==> src/rtl/axis_loopback_fifo.sv <==
// rtl/axis_loopback_fifo.sv - AXI4-Stream loopback FIFO with optional SPT/DPT swap and packet status
// Define AXIS_LOOPBACK_FIFO_STORE_FWD_EN to hold egress until a whole packet is buffered.
module axis_loopback_fifo #(
  parameter int DATA_WIDTH = 32,
  parameter int USER_WIDTH = 128,
  parameter int DEPTH      = 16,
  parameter int SWAP_PORTS = 1
) (
  input  logic                      ACLK,
  input  logic                      ARESETN,
  input  logic [DATA_WIDTH-1:0]     S_AXIS_DAT_TDATA,
  input  logic [DATA_WIDTH/8-1:0]   S_AXIS_DAT_TSTRB,
  input  logic [USER_WIDTH-1:0]     S_AXIS_DAT_TUSER,
  input  logic                      S_AXIS_DAT_TLAST,
  input  logic                      S_AXIS_DAT_TVALID,
  output logic                      S_AXIS_DAT_TREADY,
  output logic [DATA_WIDTH-1:0]     M_AXIS_DAT_TDATA,
  output logic [DATA_WIDTH/8-1:0]   M_AXIS_DAT_TSTRB,
  output logic [USER_WIDTH-1:0]     M_AXIS_DAT_TUSER,
  output logic                      M_AXIS_DAT_TLAST,
  output logic                      M_AXIS_DAT_TVALID,
  input  logic                      M_AXIS_DAT_TREADY,
  output logic [$clog2(DEPTH):0]    FIFO_LEVEL,
  output logic [31:0]               PKT_COUNT
);

  localparam int AW = $clog2(DEPTH);
  localparam int LW = AW + 1;
  localparam int SW = DATA_WIDTH / 8;
  localparam int EW = DATA_WIDTH + SW + USER_WIDTH + 1;
  localparam logic [LW-1:0] FULL_LVL = LW'(DEPTH);

  // Entry layout: {TDATA, TSTRB, TUSER, TLAST}, TLAST in bit 0.
  logic [EW-1:0]         r_mem [DEPTH];
  logic [AW-1:0]         r_wr_ptr;
  logic [AW-1:0]         r_rd_ptr;
  logic [LW-1:0]         r_level;
  logic                  r_s_tready;
  logic [31:0]           r_pkt_count;

  logic                  w_push;
  logic                  w_pop;
  logic                  w_pop_last;
  logic                  w_m_tvalid;
  logic [LW-1:0]         w_level_next;
  logic [EW-1:0]         w_head;
  logic [USER_WIDTH-1:0] w_head_user;
  logic [USER_WIDTH-1:0] w_out_user;

  assign w_push      = S_AXIS_DAT_TVALID && r_s_tready;
  assign w_pop       = w_m_tvalid && M_AXIS_DAT_TREADY;
  assign w_head      = r_mem[r_rd_ptr];
  assign w_pop_last  = w_pop && w_head[0];
  assign w_head_user = w_head[USER_WIDTH:1];

  always_comb begin
    w_out_user = w_head_user;
    if (SWAP_PORTS != 0) begin
      w_out_user[31:24] = w_head_user[23:16];
      w_out_user[23:16] = w_head_user[31:24];
    end
  end

  always_comb begin
    w_level_next = r_level;
    if (w_push && !w_pop) begin
      w_level_next = r_level + LW'(1);
    end else if (w_pop && !w_push) begin
      w_level_next = r_level - LW'(1);
    end
  end

  always_ff @(posedge ACLK) begin
    if (w_push) begin
      r_mem[r_wr_ptr] <= {S_AXIS_DAT_TDATA, S_AXIS_DAT_TSTRB, S_AXIS_DAT_TUSER, S_AXIS_DAT_TLAST};
    end
  end

  // Ready looks at next-cycle level, so a same-cycle pop never opens a slot in a full FIFO.
  always_ff @(posedge ACLK or negedge ARESETN) begin
    if (!ARESETN) begin
      r_wr_ptr    <= '0;
      r_rd_ptr    <= '0;
      r_level     <= '0;
      r_s_tready  <= 1'b0;
      r_pkt_count <= '0;
    end else begin
      r_level    <= w_level_next;
      r_s_tready <= (w_level_next != FULL_LVL);
      if (w_push) begin
        r_wr_ptr <= r_wr_ptr + AW'(1);
      end
      if (w_pop) begin
        r_rd_ptr <= r_rd_ptr + AW'(1);
      end
      if (w_pop_last) begin
        r_pkt_count <= r_pkt_count + 32'd1;
      end
    end
  end

`ifdef AXIS_LOOPBACK_FIFO_STORE_FWD_EN
  logic [LW-1:0] r_cmplt;
  logic          r_ovf;
  logic          w_push_last;

  assign w_push_last = w_push && S_AXIS_DAT_TLAST;

  // ovf lets a packet longer than the FIFO stream through instead of deadlocking.
  always_ff @(posedge ACLK or negedge ARESETN) begin
    if (!ARESETN) begin
      r_cmplt <= '0;
      r_ovf   <= 1'b0;
    end else begin
      if (w_push_last && !w_pop_last) begin
        r_cmplt <= r_cmplt + LW'(1);
      end else if (w_pop_last && !w_push_last) begin
        r_cmplt <= r_cmplt - LW'(1);
      end
      if (w_pop_last) begin
        r_ovf <= 1'b0;
      end else if (r_level == FULL_LVL && r_cmplt == '0) begin
        r_ovf <= 1'b1;
      end
    end
  end

  assign w_m_tvalid = (r_level != '0) && ((r_cmplt != '0) || r_ovf);
`else
  assign w_m_tvalid = (r_level != '0);
`endif

  assign S_AXIS_DAT_TREADY = r_s_tready;
  assign M_AXIS_DAT_TVALID = w_m_tvalid;
  assign M_AXIS_DAT_TDATA  = w_head[EW-1:EW-DATA_WIDTH];
  assign M_AXIS_DAT_TSTRB  = w_head[USER_WIDTH+SW:USER_WIDTH+1];
  assign M_AXIS_DAT_TUSER  = w_out_user;
  assign M_AXIS_DAT_TLAST  = w_head[0];
  assign FIFO_LEVEL        = r_level;
  assign PKT_COUNT         = r_pkt_count;

endmodule

==> config.mk <==
export PLATFORM = sky130hd
export DESIGN_NAME = axis_loopback_fifo
export DESIGN_NICKNAME = d
export VERILOG_FILES = /design/src/rtl/axis_loopback_fifo.sv
export SDC_FILE = /design/constraint.sdc
export NUM_CORES = 2
export LEC_CHECK = 0
export ABC_CLOCK_PERIOD_IN_PS = 18750
export BUFFER_PORTS_ARGS = -buffer_cell sky130_fd_sc_hd__buf_2
export CAP_MARGIN = 20
export CORE_ASPECT_RATIO = 0.75
export CORE_UTILIZATION = 55
export CTS_BUF_LIST = sky130_fd_sc_hd__clkbuf_16
export DETAILED_ROUTE_END_ITERATION = 16
export MAX_ROUTING_LAYER = met4
export PLACE_DENSITY = 0.72
export SYNTH_ARGS = -nofsm -noshare
export SYNTH_HDL_FRONTEND = slang
export SYNTH_SLANG_ARGS = --single-unit
==> constraint.sdc <==
create_clock -name ACLK -period 18.75 [get_ports ACLK]
set_clock_uncertainty 0.15 [all_clocks]
set_input_delay 1.875 -clock ACLK [delete_from_list [all_inputs] [get_ports ACLK]]
set_output_delay 1.875 -clock ACLK [all_outputs]
set_load 0.02 [all_outputs]
# After elaboration in Yosys (flattened, before gate mapping)
# Memories as Yosys holds them, arrays and structs flattened.
# Cells that the tools add are included.
# totals
register_bits	46
elab_cells	24
mem_count	1
mem_bits_rw	2640
# classes
n_addsub	5
mux	4
n_reduce_logical	8
n_eq_ne	1
# memory_table
name	depth	width	rd	rd_clocked_by_memory_dff	wr	line_no	text
r_mem	16	165	1	0	1	34	logic [EW-1:0] r_mem [DEPTH];
# op_table
cell	count
32-bit by 1-bit adder with 32-bit output (second input constant)	1
5-bit 2-to-1 mux	2
4-bit by 1-bit adder with 4-bit output (second input constant)	2
5-bit by 1-bit adder with 5-bit output (second input constant)	1
1-bit logical AND	5
5-bit != test (second input constant)	1
5-bit nonzero test	1
5-bit by 1-bit subtractor with 5-bit output (second input constant)	1
1-bit logical NOT	2
1-bit 2-to-1 mux	2

# Longest topological paths before layout
# logic_depth
ltp_word	6
mapped_depth	10
mapped_depth_nobuf	7

# Worst setup path before layout
# OpenSTA, ideal clock, no wires.
# synth_path
kind	input to register
from	in S_AXIS_DAT_TVALID
to	mem r_mem[3][0] (netlist bit) (enable)
slack_ps	4062
t_arrival_ps	13647
stages	4
setup_time_ps	891
cell_sequence	and2_1 clkbuf_1 nand2_1 nor3_1
# synth_between
elab_chain_len	3
# synth_lines
element	line_no	text
from (decl)	15	input logic S_AXIS_DAT_TVALID,
1-bit logical AND	50	assign w_push = S_AXIS_DAT_TVALID && r_s_tready;
1-bit 2-to-1 mux	74	if (w_push) begin
1-bit 2-to-1 mux (not written as such)	75	r_mem[r_wr_ptr] <= {S_AXIS_DAT_TDATA, S_AXIS_DAT_TSTRB, S_AXIS_DAT_TUSER, S_AXIS_DAT_TLAST};
to (decl)	34	
# Every way passes these cells.

# Worst setup path after layout
# layout_path
from	reg r_rd_ptr[0]
to	out M_AXIS_DAT_TUSER[127]
# layout_between
elab_chain_len	1
# layout_lines
element	line_no	text
from (decl)	36	logic [AW-1:0] r_rd_ptr;
from (signal assigned)	94	r_rd_ptr <= r_rd_ptr + AW'(1);
memory 16 x 165 bit	--	
to (decl)	19	output logic [USER_WIDTH-1:0] M_AXIS_DAT_TUSER,
# Every way passes these cells.

==> flow_metrics.tcl <==
set metrics [dict create \
    preCtsSetupSlack_ns 11.62 \
    drive_gt1_frac 0.3401 \
    worst_slew_pin_slew_ns 1.158 \
    nNetsFinal 4685 \
    antenna_found_initial 48 \
    slew_viol_final 0 \
    vdd_drop_max_mv 0.1708 \
    num_rows 136 \
    ant_nets 0 \
    crit_arrival_ns 5.82 \
    grt_max_degree 119 \
    grt_pass1_vias 46139 \
    finalSetupViolCount 0 \
    gr-usage-met2 0.3825 \
    routed_wl_mm 220.3 \
    cts_max_path_buffers 3 \
    grt_use_total 0.2467 \
    initial_core_util 0.5537 \
    cts_tree "done" \
    dpl.hpwl_mm 107.1 \
    io-pin-count 373 \
    drv_cap 0 \
    final_cell_mix "edfxtp_1, mux4_2, buf_2, clkbuf_16, buf_4" \
    cts_resized 0 \
    status "completed" \
    yosys_warnings 0 \
    post_cts_buffers 0 \
    grtUsageMet1 0.3396 \
    vias 45359 \
    critical_path_class "reg -> out" \
    area_growth_pct 12.38 \
    start_kind "flip-flop" \
    period_share 0.4181 \
    drc_errors 0 \
    setup_ws_ns 10.91 \
    hold_class "reg -> reg" \
    drt_iter0_markers 5020 \
    ys_seq_elements 2686 \
    slowest_stage "dfrtp_4" \
    max_slew_margin 0.2277 \
    htreeDepth 4 \
    grt_pass1_wl_mm 320.2 \
    p_per_area_mw_per_mm2 151.8 \
    syn_nets 4192 \
    hold_viol_final 0 \
    vias_per_cell 6.347 \
    rsz0062_at_grt "no" \
    synth.distinct_cells 45 \
    avgSynthCellArea_um2 25.28 \
    wl_per_cell_um 30.82 \
    path_cells "buf_12, buf_4, buf_4, mux4_2, mux4_2, buf_2" \
    cp_slowest_stage_delay_ns 0.95 \
    cts_sinks 2686 \
    cp-end-kind "output pin" \
    cts_root_buf "clkbuf_16" \
    power_leakage_nw 36.33 \
    die_h_um 374 \
    busiest_layer "met2" \
    synth_area_mm2 0.1015 \
    layout_min_cycle_time_ns 7.840 \
    cts_hold_buffers 0 \
    numCtsBuffers 240 \
    postSynthCellCount 4015 \
    dieArea_mm2 0.1863 \
    critPathMaxFanout 117 \
    ys_seq_area_frac 0.7925 \
    use_met3 0.04799 \
    first_pass_iters 5 \
    tns_ns 0 \
    critPathRequiredTime_ns 16.73 \
    io_buffers 372 \
    die_w_um 498 \
    overflow 0 \
    core_area_mm2 0.1833 \
    fmax_mhz 127.5 \
    routabilityCongestion 0.7600 \
    final_common_cell "edfxtp_1" \
    insertion_delay_ns 0.85 \
    path_clk_slew_ns 0.06 \
]
cells in the mapped netlist (all sizes together):
| library cell | number | area share |
|---|---|---|
| nor3b | 3 | 0.00022 |
| dfrtp | 46 | 0.011 |
| and2 | 3 | 0.00021 |
| xnor2 | 10 | 0.00086 |
| nor2b | 39 | 0.0024 |
| clkbuf | 103 | 0.0038 |
| nor2 | 17 | 0.00063 |
| maj3 | 2 | 0.00021 |
| o21ai | 3 | 0.00015 |
| a221o | 2 | 0.00020 |
| nand3b | 1 | 0.000074 |
| or4b | 1 | 0.000099 |
| and4 | 1 | 0.000086 |
| and3 | 7 | 0.00043 |
| nand2b | 4 | 0.00025 |
| or4 | 1 | 0.000074 |
| mux2i | 43 | 0.0044 |
| xor2 | 30 | 0.0026 |
| edfxtp | 2640 | 0.78 |
| mux4 | 785 | 0.17 |
| a31oi | 1 | 0.000062 |
| nor4b | 7 | 0.00085 |
| nand4 | 7 | 0.00058 |
| nor3 | 13 | 0.00064 |
| nor4 | 13 | 0.00092 |
| a41oi | 1 | 0.000086 |
| mux2 | 1 | 0.00011 |
| nand3 | 10 | 0.00054 |
| buf | 104 | 0.0059 |
| ha | 8 | 0.00099 |
| inv | 8 | 0.00030 |
| a21oi | 37 | 0.0018 |
| a211oi | 38 | 0.0028 |
| o22a | 1 | 0.000099 |
| nand2 | 25 | 0.00092 |
metrics by stage:
step	utilization	hold slack, ns	instances	area (um^2)	total power [mW]
floorplan	-	0.4230	4015	101500	11.30
global placement	0.5800	0.3028	6678	106300	12.71
detailed placement	0.5801	0.3103	6679	106300	12.78
CTS	0.6217	0.3224	7118	113900	17.51
global route	0.6223	0.3484	7145	114000	17.96
finish	0.6223	0.3385	7147	114000	17.31
registers in the layout, summed over array words and instances, names as in the netlist:
register           cells
FIFO_LEVEL             5
PKT_COUNT             32
S_AXIS_DAT_TREADY      1
r_mem               2640
r_rd_ptr               4
r_wr_ptr               4
final cells by class:
type,instances,area [um^2]
flip-flops and latches,2686,80440
fillers,11855,69220
multi-input cells,1114,20150
clock buffers,241,6031
well taps,2415,3022
repair buffers,458,2695
clock inverters,198,1595
diodes,27,67.56
inverters,8,37.54
logic make-up after synthesis:
family / count (synthesis) / share of synthesized area
flip-flops: 2686 / 0.7925
multiplexers: 829 / 0.1787
buffers and inverters: 215 / 0.009962
AND/OR/NAND/NOR: 152 / 0.008939
AO/OA/AOI/OAI: 83 / 0.005228
XOR/XNOR: 40 / 0.003452
adder cells (fa/ha/maj): 10 / 0.001196
power breakdown:
| part | internal [mW] | switching, mW |
|---|---|---|
| sequential | 7.21 | 0.214 |
| clock | 2.62 | 2.13 |
| combinational | 2.24 | 2.89 |
critical path: cells and delay by family, from the launching register on:
family | cells | cell delay, ns
multiplexers | 2 | 1.16
buffers and inverters | 4 | 2.56
flip-flops | 1 | 0.95
metal layers:
metal | vias up | wire [um]
met5 | - | 0
met4 | 0 | 5451
met3 | 332 | 16780
met2 | 2027 | 109100
met1 | 24542 | 88940
li1 | 18458 | -
final timing paths:
check / from / to / slack [ns] / depth (start not counted)
max: r_rd_ptr[0]$_DFFE_PN0N_ / M_AXIS_DAT_TUSER[127] / 10.91 / 6
min: PKT_COUNT[31]$_DFFE_PN0P_ / PKT_COUNT[31]$_DFFE_PN0P_ / 0.34 / 1
max reg2reg: S_AXIS_DAT_TREADY$_DFF_PN0_ / r_mem[15][135]$_DFFE_PP_ / 14.28 / 5
min reg2reg: PKT_COUNT[31]$_DFFE_PN0P_ / PKT_COUNT[31]$_DFFE_PN0P_ / 0.34 / 1
max in group asynchronous: ARESETN / r_rd_ptr[2]$_DFFE_PN0N_ / 17.21 / 2
min in group asynchronous: ARESETN / FIFO_LEVEL[3]$_DFF_PN0_ / 0.73 / 1
Note: power is estimated with default switching activity, not from simulation.
